$ cat config.mk
export PLATFORM = sky130hd
export DESIGN_NAME = lcg_stim_gen
export DESIGN_NICKNAME = d
export VERILOG_FILES = /design/src/rtl/lcg_stim_gen.sv
export SDC_FILE = /design/constraint.sdc
export NUM_CORES = 2
export LEC_CHECK = 0
export BUFFER_PORTS_ARGS = -buffer_cell sky130_fd_sc_hd__buf_2
export CORE_ASPECT_RATIO = 0.75
export CORE_MARGIN = 8
export CORE_UTILIZATION = 35
export CTS_BUF_LIST = sky130_fd_sc_hd__clkbuf_4
export DETAILED_ROUTE_END_ITERATION = 8
export GPL_ROUTABILITY_DRIVEN = 0
export PLACE_DENSITY = 0.48
export SLEW_MARGIN = 10
export SYNTH_ARGS = -nofsm -noshare
export SYNTH_HDL_FRONTEND = slang
export SYNTH_SLANG_ARGS = --single-unit
$ cat constraint.sdc
create_clock -name clk -period 7.1 [get_ports clk]
set_input_delay 1.065 -clock clk [delete_from_list [all_inputs] [get_ports clk]]
set_output_delay 1.065 -clock clk [all_outputs]
set_load 0.01 [all_outputs]
$ cat src/rtl/lcg_stim_gen.sv
// lcg_stim_gen: deterministic pseudo-random vector source built on a 32-bit LCG.
// Each vector is assembled from ceil(OUT_W/32) consecutive LCG outputs, least
// significant word first, so it matches a software generator word for word.
// Vectors are handed to the consumer over a valid/ready handshake, either for a
// fixed run length or forever (num_vec == 0).
module lcg_stim_gen #(
    parameter int          OUT_W   = 141,
    parameter logic [31:0] LCG_MUL = 32'h41C64E6D,
    parameter logic [31:0] LCG_INC = 32'h00003039,
    parameter int          CNT_W   = 32
) (
    input  logic             clk,
    input  logic             rst,
    input  logic             start,
    input  logic             abort,
    input  logic [31:0]      seed,
    input  logic [CNT_W-1:0] num_vec,
    output logic [OUT_W-1:0] out_data,
    output logic             out_valid,
    input  logic             out_ready,
    output logic             busy,
    output logic             done,
    output logic [CNT_W-1:0] vec_count,
    output logic [31:0]      rng_state
);

    localparam int NW    = (OUT_W + 31) / 32;
    localparam int IDX_W = (NW > 1) ? $clog2(NW) : 1;
    localparam logic [IDX_W-1:0] LAST_IDX = IDX_W'(NW - 1);

    typedef enum logic [1:0] {
        ST_IDLE    = 2'd0,
        ST_FILL    = 2'd1,
        ST_PRESENT = 2'd2
    } state_t;

    // One LCG step, modulo 2^32 by truncation to the 32-bit result.
    function automatic logic [31:0] lcg_step(input logic [31:0] cur);
        lcg_step = cur * LCG_MUL + LCG_INC;
    endfunction

    state_t              state_r;
    state_t              state_nx_s;
    logic [31:0]         rng_r;
    logic [31:0]         rng_next_s;
    logic [IDX_W-1:0]    word_idx_r;
    logic [NW*32-1:0]    stage_r;
    logic [NW*32-1:0]    stage_s;
    logic [CNT_W-1:0]    run_len_r;
    logic [CNT_W-1:0]    vec_count_r;
    logic [CNT_W-1:0]    vec_count_inc_s;
    logic [OUT_W-1:0]    out_data_r;
    logic                out_valid_r;
    logic                busy_r;
    logic                done_r;
    logic                last_word_s;
    logic                last_vec_s;

    // Datapath helpers: next LCG value, staging with the current word merged, end-of-fill/run flags.
    always_comb begin
        rng_next_s      = lcg_step(rng_r);
        vec_count_inc_s = vec_count_r + CNT_W'(1);
        last_word_s     = (word_idx_r == LAST_IDX);
        last_vec_s      = (run_len_r != {CNT_W{1'b0}}) && (vec_count_inc_s == run_len_r);
        stage_s         = stage_r;
        for (int j = 0; j < NW; j++) begin
            if (word_idx_r == IDX_W'(j)) begin
                stage_s[j*32 +: 32] = rng_next_s;
            end else begin
                stage_s[j*32 +: 32] = stage_r[j*32 +: 32];
            end
        end
    end

    // Next-state decode; abort overrides every other transition out of any state.
    always_comb begin
        state_nx_s = state_r;
        case (state_r)
            ST_IDLE: begin
                if (abort) begin
                    state_nx_s = ST_IDLE;
                end else if (start) begin
                    state_nx_s = ST_FILL;
                end else begin
                    state_nx_s = ST_IDLE;
                end
            end
            ST_FILL: begin
                if (abort) begin
                    state_nx_s = ST_IDLE;
                end else if (last_word_s) begin
                    state_nx_s = ST_PRESENT;
                end else begin
                    state_nx_s = ST_FILL;
                end
            end
            ST_PRESENT: begin
                if (abort) begin
                    state_nx_s = ST_IDLE;
                end else if (out_ready) begin
                    state_nx_s = last_vec_s ? ST_IDLE : ST_FILL;
                end else begin
                    state_nx_s = ST_PRESENT;
                end
            end
            default: begin
                state_nx_s = ST_IDLE;
            end
        endcase
    end

    // State register.
    always_ff @(posedge clk) begin
        if (rst) begin
            state_r <= ST_IDLE;
        end else begin
            state_r <= state_nx_s;
        end
    end

    // Datapath registers: seed capture, word fill, vector presentation and run accounting.
    always_ff @(posedge clk) begin
        if (rst) begin
            rng_r       <= 32'h0000_0000;
            word_idx_r  <= {IDX_W{1'b0}};
            stage_r     <= {(NW*32){1'b0}};
            run_len_r   <= {CNT_W{1'b0}};
            vec_count_r <= {CNT_W{1'b0}};
            out_data_r  <= {OUT_W{1'b0}};
            out_valid_r <= 1'b0;
            busy_r      <= 1'b0;
            done_r      <= 1'b0;
        end else begin
            done_r <= 1'b0;
            busy_r <= (state_nx_s != ST_IDLE);
            case (state_r)
                ST_IDLE: begin
                    if (!abort && start) begin
                        rng_r       <= seed;
                        run_len_r   <= num_vec;
                        vec_count_r <= {CNT_W{1'b0}};
                        word_idx_r  <= {IDX_W{1'b0}};
                    end else begin
                        rng_r <= rng_r;
                    end
                end
                ST_FILL: begin
                    if (!abort) begin
                        rng_r   <= rng_next_s;
                        stage_r <= stage_s;
                        if (last_word_s) begin
                            out_data_r  <= stage_s[OUT_W-1:0];
                            out_valid_r <= 1'b1;
                            word_idx_r  <= {IDX_W{1'b0}};
                        end else begin
                            word_idx_r  <= word_idx_r + IDX_W'(1);
                        end
                    end else begin
                        word_idx_r <= {IDX_W{1'b0}};
                    end
                end
                ST_PRESENT: begin
                    if (abort) begin
                        out_valid_r <= 1'b0;
                    end else if (out_ready) begin
                        vec_count_r <= vec_count_inc_s;
                        out_valid_r <= 1'b0;
                        done_r      <= last_vec_s;
                    end else begin
                        out_valid_r <= 1'b1;
                    end
                end
                default: begin
                    out_valid_r <= 1'b0;
                end
            endcase
        end
    end

    assign out_data  = out_data_r;
    assign out_valid = out_valid_r;
    assign busy      = busy_r;
    assign done      = done_r;
    assign vec_count = vec_count_r;
    assign rng_state = rng_r;

endmodule
==> flow_summary_export.csv <==
group,metric,value,unit
yosys,yosysTopAreaCellShare,30.8,%
floorplanning,die_w,320,um
sta,drv_slew,0,
sta,max_freq,0.147,GHz
worst_setup_path,critPathSlowestCell,"fa_1",
power_and_ir_drop,p_clk_share,12.1,%
layout,multiInputGateArea,14700,um2
min_path,holdCritPathClass,"input port to register",
sta,worst_slew_pin_slew,1240,ps
worst_setup_path,worst_ep_arrival_time,7570,ps
floorplanning,core,68500,um2
worst_setup_path,critPathMaxStageDelay,500,ps
power_and_ir_drop,vdd_ir_drop_max,700,uV
yosys,synth.avg_cell_area,8.35,um2
yosys,ys_warn_count,0,
yosys,synthesis.area,24300,um2
yosys,synth-compound-area-share,13.6,%
worst_setup_path,path_common_cell,"fa_1",
worst_setup_path,r2r_cells,24,
worst_setup_path,r2r-start,"rng_state[7]",
grt,antenna_found_initial,17,
drt,routed_wl,88000,um
worst_setup_path,cp.required,7890,ps
min_path,worstHoldPathCells,3,
status,status,"finished clean",
grt,overflow,0,
place,dp.cells,3992,
min_path,hold_end,"run_len_r[18]",
layout,fillers,7108,
place,portBuffers,276,
yosys,yosys.cell_types.count,64,
grt,grt.total_usage,22.2,%
drt,drc,0,
yosys,synthMuxAreaShare,1.58,%
layout,drive_gt1_share,16.2,%
floorplanning,rows,83,
floorplanning,io_pins,277,
run,maxCapViolations,0,
sta,final_hold_viol_count,0,
drt,drtAntennaViolNets,0,
worst_setup_path,regToRegEndpoint,"rng_state[28]",
power_and_ir_drop,comb_power_share,73.4,%
layout,post-route-util,40.8,%
worst_setup_path,critical_path.max_fanout,8,
yosys,synthFlopType,"dfxtp_1",
yosys,ys_seq_elements,373,
yosys,synth_area_leaders,"dfxtp_1 (31%), fa_1 (15%), ha_1 (11%), nand2_1 (8.3%), a21oi_1 (7.1%)",
clock_network,clkLatencyLatePin,910,ps
worst_setup_path,crit_family,"adder cells",
clock_network,cts_tree,"yes",
floorplanning,die_area,78100,um2
worst_setup_path,crit_path_end_kind,"register",
worst_setup_path,cp_cell_sequence,"ha_1 -> buf_4 -> xor2_1 -> ha_1 -> a21oi_1 -> fa_1 -> fa_1 -> inv_1 -> fa_1 -> fa_1 -> fa_1 -> inv_1 -> fa_1 -> inv_1 -> ha_1 -> a211o_1 -> o211ai_1 -> a221oi_1 -> nor2b_1 -> o21ai_0 -> a311oi_1 -> xnor2_1 -> nand2_1 -> a221oi_1",
worst_setup_path,start_kind,"register",
layout,layout_common_cells,"nand2_1 (539), inv_1 (410), dfxtp_1 (370)",
layout,final_nets,3671,
sta,setup_viol,0,
clock_network,cts.sinks,373,
drt,wl_per_cell,21.2,um
layout,layout_commonest_cell,"nand2_1",
sta,min_period,6780,ps
power_and_ir_drop,power.share.switching,53.2,%
place,placed_area,26800,um2
drt,first_pass_iters,5,
yosys,synth-edff-count,0,
power_and_ir_drop,pwr-share-seq,14.5,%
layout,area_delta_synth_final,15.4,%
clock_network,hold_buffers,0,
power_and_ir_drop,p_int,7300,uW
place,dp_hpwl,67100,um
clock_network,cts_buffer_depth,3,
floorplanning,start_util,35.4,%
worst_setup_path,regToRegSetupSlack,320,ps
worst_setup_path,critPathBufInv,4,
grt,grt_pass1_wl,134000,um
yosys,async_reset_ff_share,0,%
power_and_ir_drop,leakagePower,0.0126,uW
sta,rsz0062_at_grt,"yes",
floorplanning,die_h,244,um
clock_network,htree_levels,3,
drt,routed_via_density,5.06,
worst_setup_path,worstSetupPathType,"register to register",
yosys,synth_seq_area_share,30.8,%
grt,grt_pass1_vias,21300,
grt,grt_start_max_net_pins,109,
power_and_ir_drop,p_sw,8290,uW
layout,regArea,7470,um2
sta,totalNegativeSetupSlack,0,ps
clock_network,ctsResizeCount,0,
layout,finalInstanceArea,28000,um2
drt,vias,21000,
clock_network,cts_setup_buffers,0,
yosys,synthSimpleGateAreaFrac,15.1,%
yosys,yosysTopAreaCell,"dfxtp_1",
min_path,min_from,"num_vec[18]",
yosys,synth_nets,3377,
clock_network,clkTransAtPathRegs,60,ps
drt,initialDrtViolationCount,1443,
layout,final_cells,4152,
yosys,synthAdderAreaFrac,26.6,%
power_and_ir_drop,powerDensity,557,nW/um2
yosys,synth-xor-area-share,3.50,%
sta,post-route-period-util,95.5,%
sta,fin_worst_skew,41.8,ps
yosys,synthesis.instances,2905,
power_and_ir_drop,total_power,15600,uW
sta,slew_headroom,16.9,%
clock_network,cts_buffers,97,
yosys,synth_top_family_by_area,"adder cells",
clock_network,cts_root_buf,"clkbuf_4",
==> registers in the layout, summed over array words and instances (netlist names) <==
register	cells
vec_count	32
state_r	2
stage_r	128
done	1
out_data	141
rng_state	32
out_valid	1
busy	1
word_idx_r	3
run_len_r	32
==> how the worst max path moves through the flow <==
stage | slack [ps] | endpoint | cells past startpoint | startpoint
2_1_floorplan | 700 | rng_state[28] | 23 | rng_state[8]
3_3_place_gp | 250 | stage_r[31] | 22 | rng_state[9]
3_5_place_dp | 110 | stage_r[95] | 23 | rng_state[7]
4_1_cts | 90 | out_data[127] | 23 | rng_state[7]
5_1_grt | -30 | out_data[127] | 22 | rng_state[9]
6_report | 320 | rng_state[28] | 24 | rng_state[7]
==> cells in the mapped netlist, types with 4 or more instances <==
cell type	n
a211o_1	4
a211oi_1	47
a21boi_0	4
a21o_1	11
a21oi_1	346
a221oi_1	14
a31oi_1	21
and2_1	10
and3_1	12
and4_1	5
buf_1	9
buf_2	7
clkbuf_1	134
dfxtp_1	373
fa_1	187
ha_1	216
inv_1	411
mux2i_1	35
nand2_1	539
nand2b_1	11
nand3_1	49
nand3b_1	7
nand4_1	17
nor2_1	120
nor2b_1	8
nor3_1	14
nor3b_1	4
nor4_1	13
nor4b_1	9
o211ai_1	8
o21a_1	4
o21ai_0	95
o31ai_1	5
or3_1	12
or4_1	4
xnor2_1	71
xor2_1	26
==> power by group through the flow <==
stage          clock [uW]  combinational (uW)  sequential, uW
6_report             1890               11400            2260
4_1_cts              1960               11300            2260
3_5_place_dp            0               11200            2300
3_3_place_gp            0               11100            2310
2_1_floorplan           0                5770            2280
5_1_grt              2070               12500            2270
==> cells by family after synthesis <==
kind of cell,Yosys count
compound gates,583
xor+xnor,97
fa+ha+maj,403
buf+inv,566
flops,373
mux,38
simple gates,845
==> worst reg2reg max path: stages, from the launching register on <==
cell	delay [ps]
dfxtp_2	450
ha_1	310
buf_4	180
xor2_1	160
ha_1	190
a21oi_1	190
fa_1	450
fa_1	490
inv_1	50
fa_1	480
fa_1	500
fa_1	490
inv_1	50
fa_1	470
inv_1	40
ha_1	350
a211o_1	330
o211ai_1	130
a221oi_1	120
nor2b_1	150
o21ai_0	130
a311oi_1	340
xnor2_1	180
nand2_1	150
a221oi_1	290
==> per-layer routing <==
metal | track usage (%) | vias to the layer above | wire length (um)
met5 | 0 | - | 87
met4 | 4.82 | 14 | 1720
met3 | 8.79 | 133 | 8760
met2 | 32.1 | 687 | 36200
met1 | 31.0 | 10100 | 41200
li1 | - | 10100 | -
==> metrics by stage <==
step | hold WS [ps] | setup slack [ps]
CTS | 334 | 87.1
detailed placement | 440 | 115
global placement | 441 | 252
finish | 424 | 317
global route | 339 | -30.1
floorplan | 429 | 698
==> area by class of cell <==
cell class,instances,area share [%]
clock inverter,19,0.585
sequential,373,26.7
clock buffer,135,3.62
tap,892,3.99
inverter,412,5.52
antenna,6,0.0536
timing repair buffer,349,6.93
multi-input combinational,1966,52.6
(Power assumes the default switching activity.)
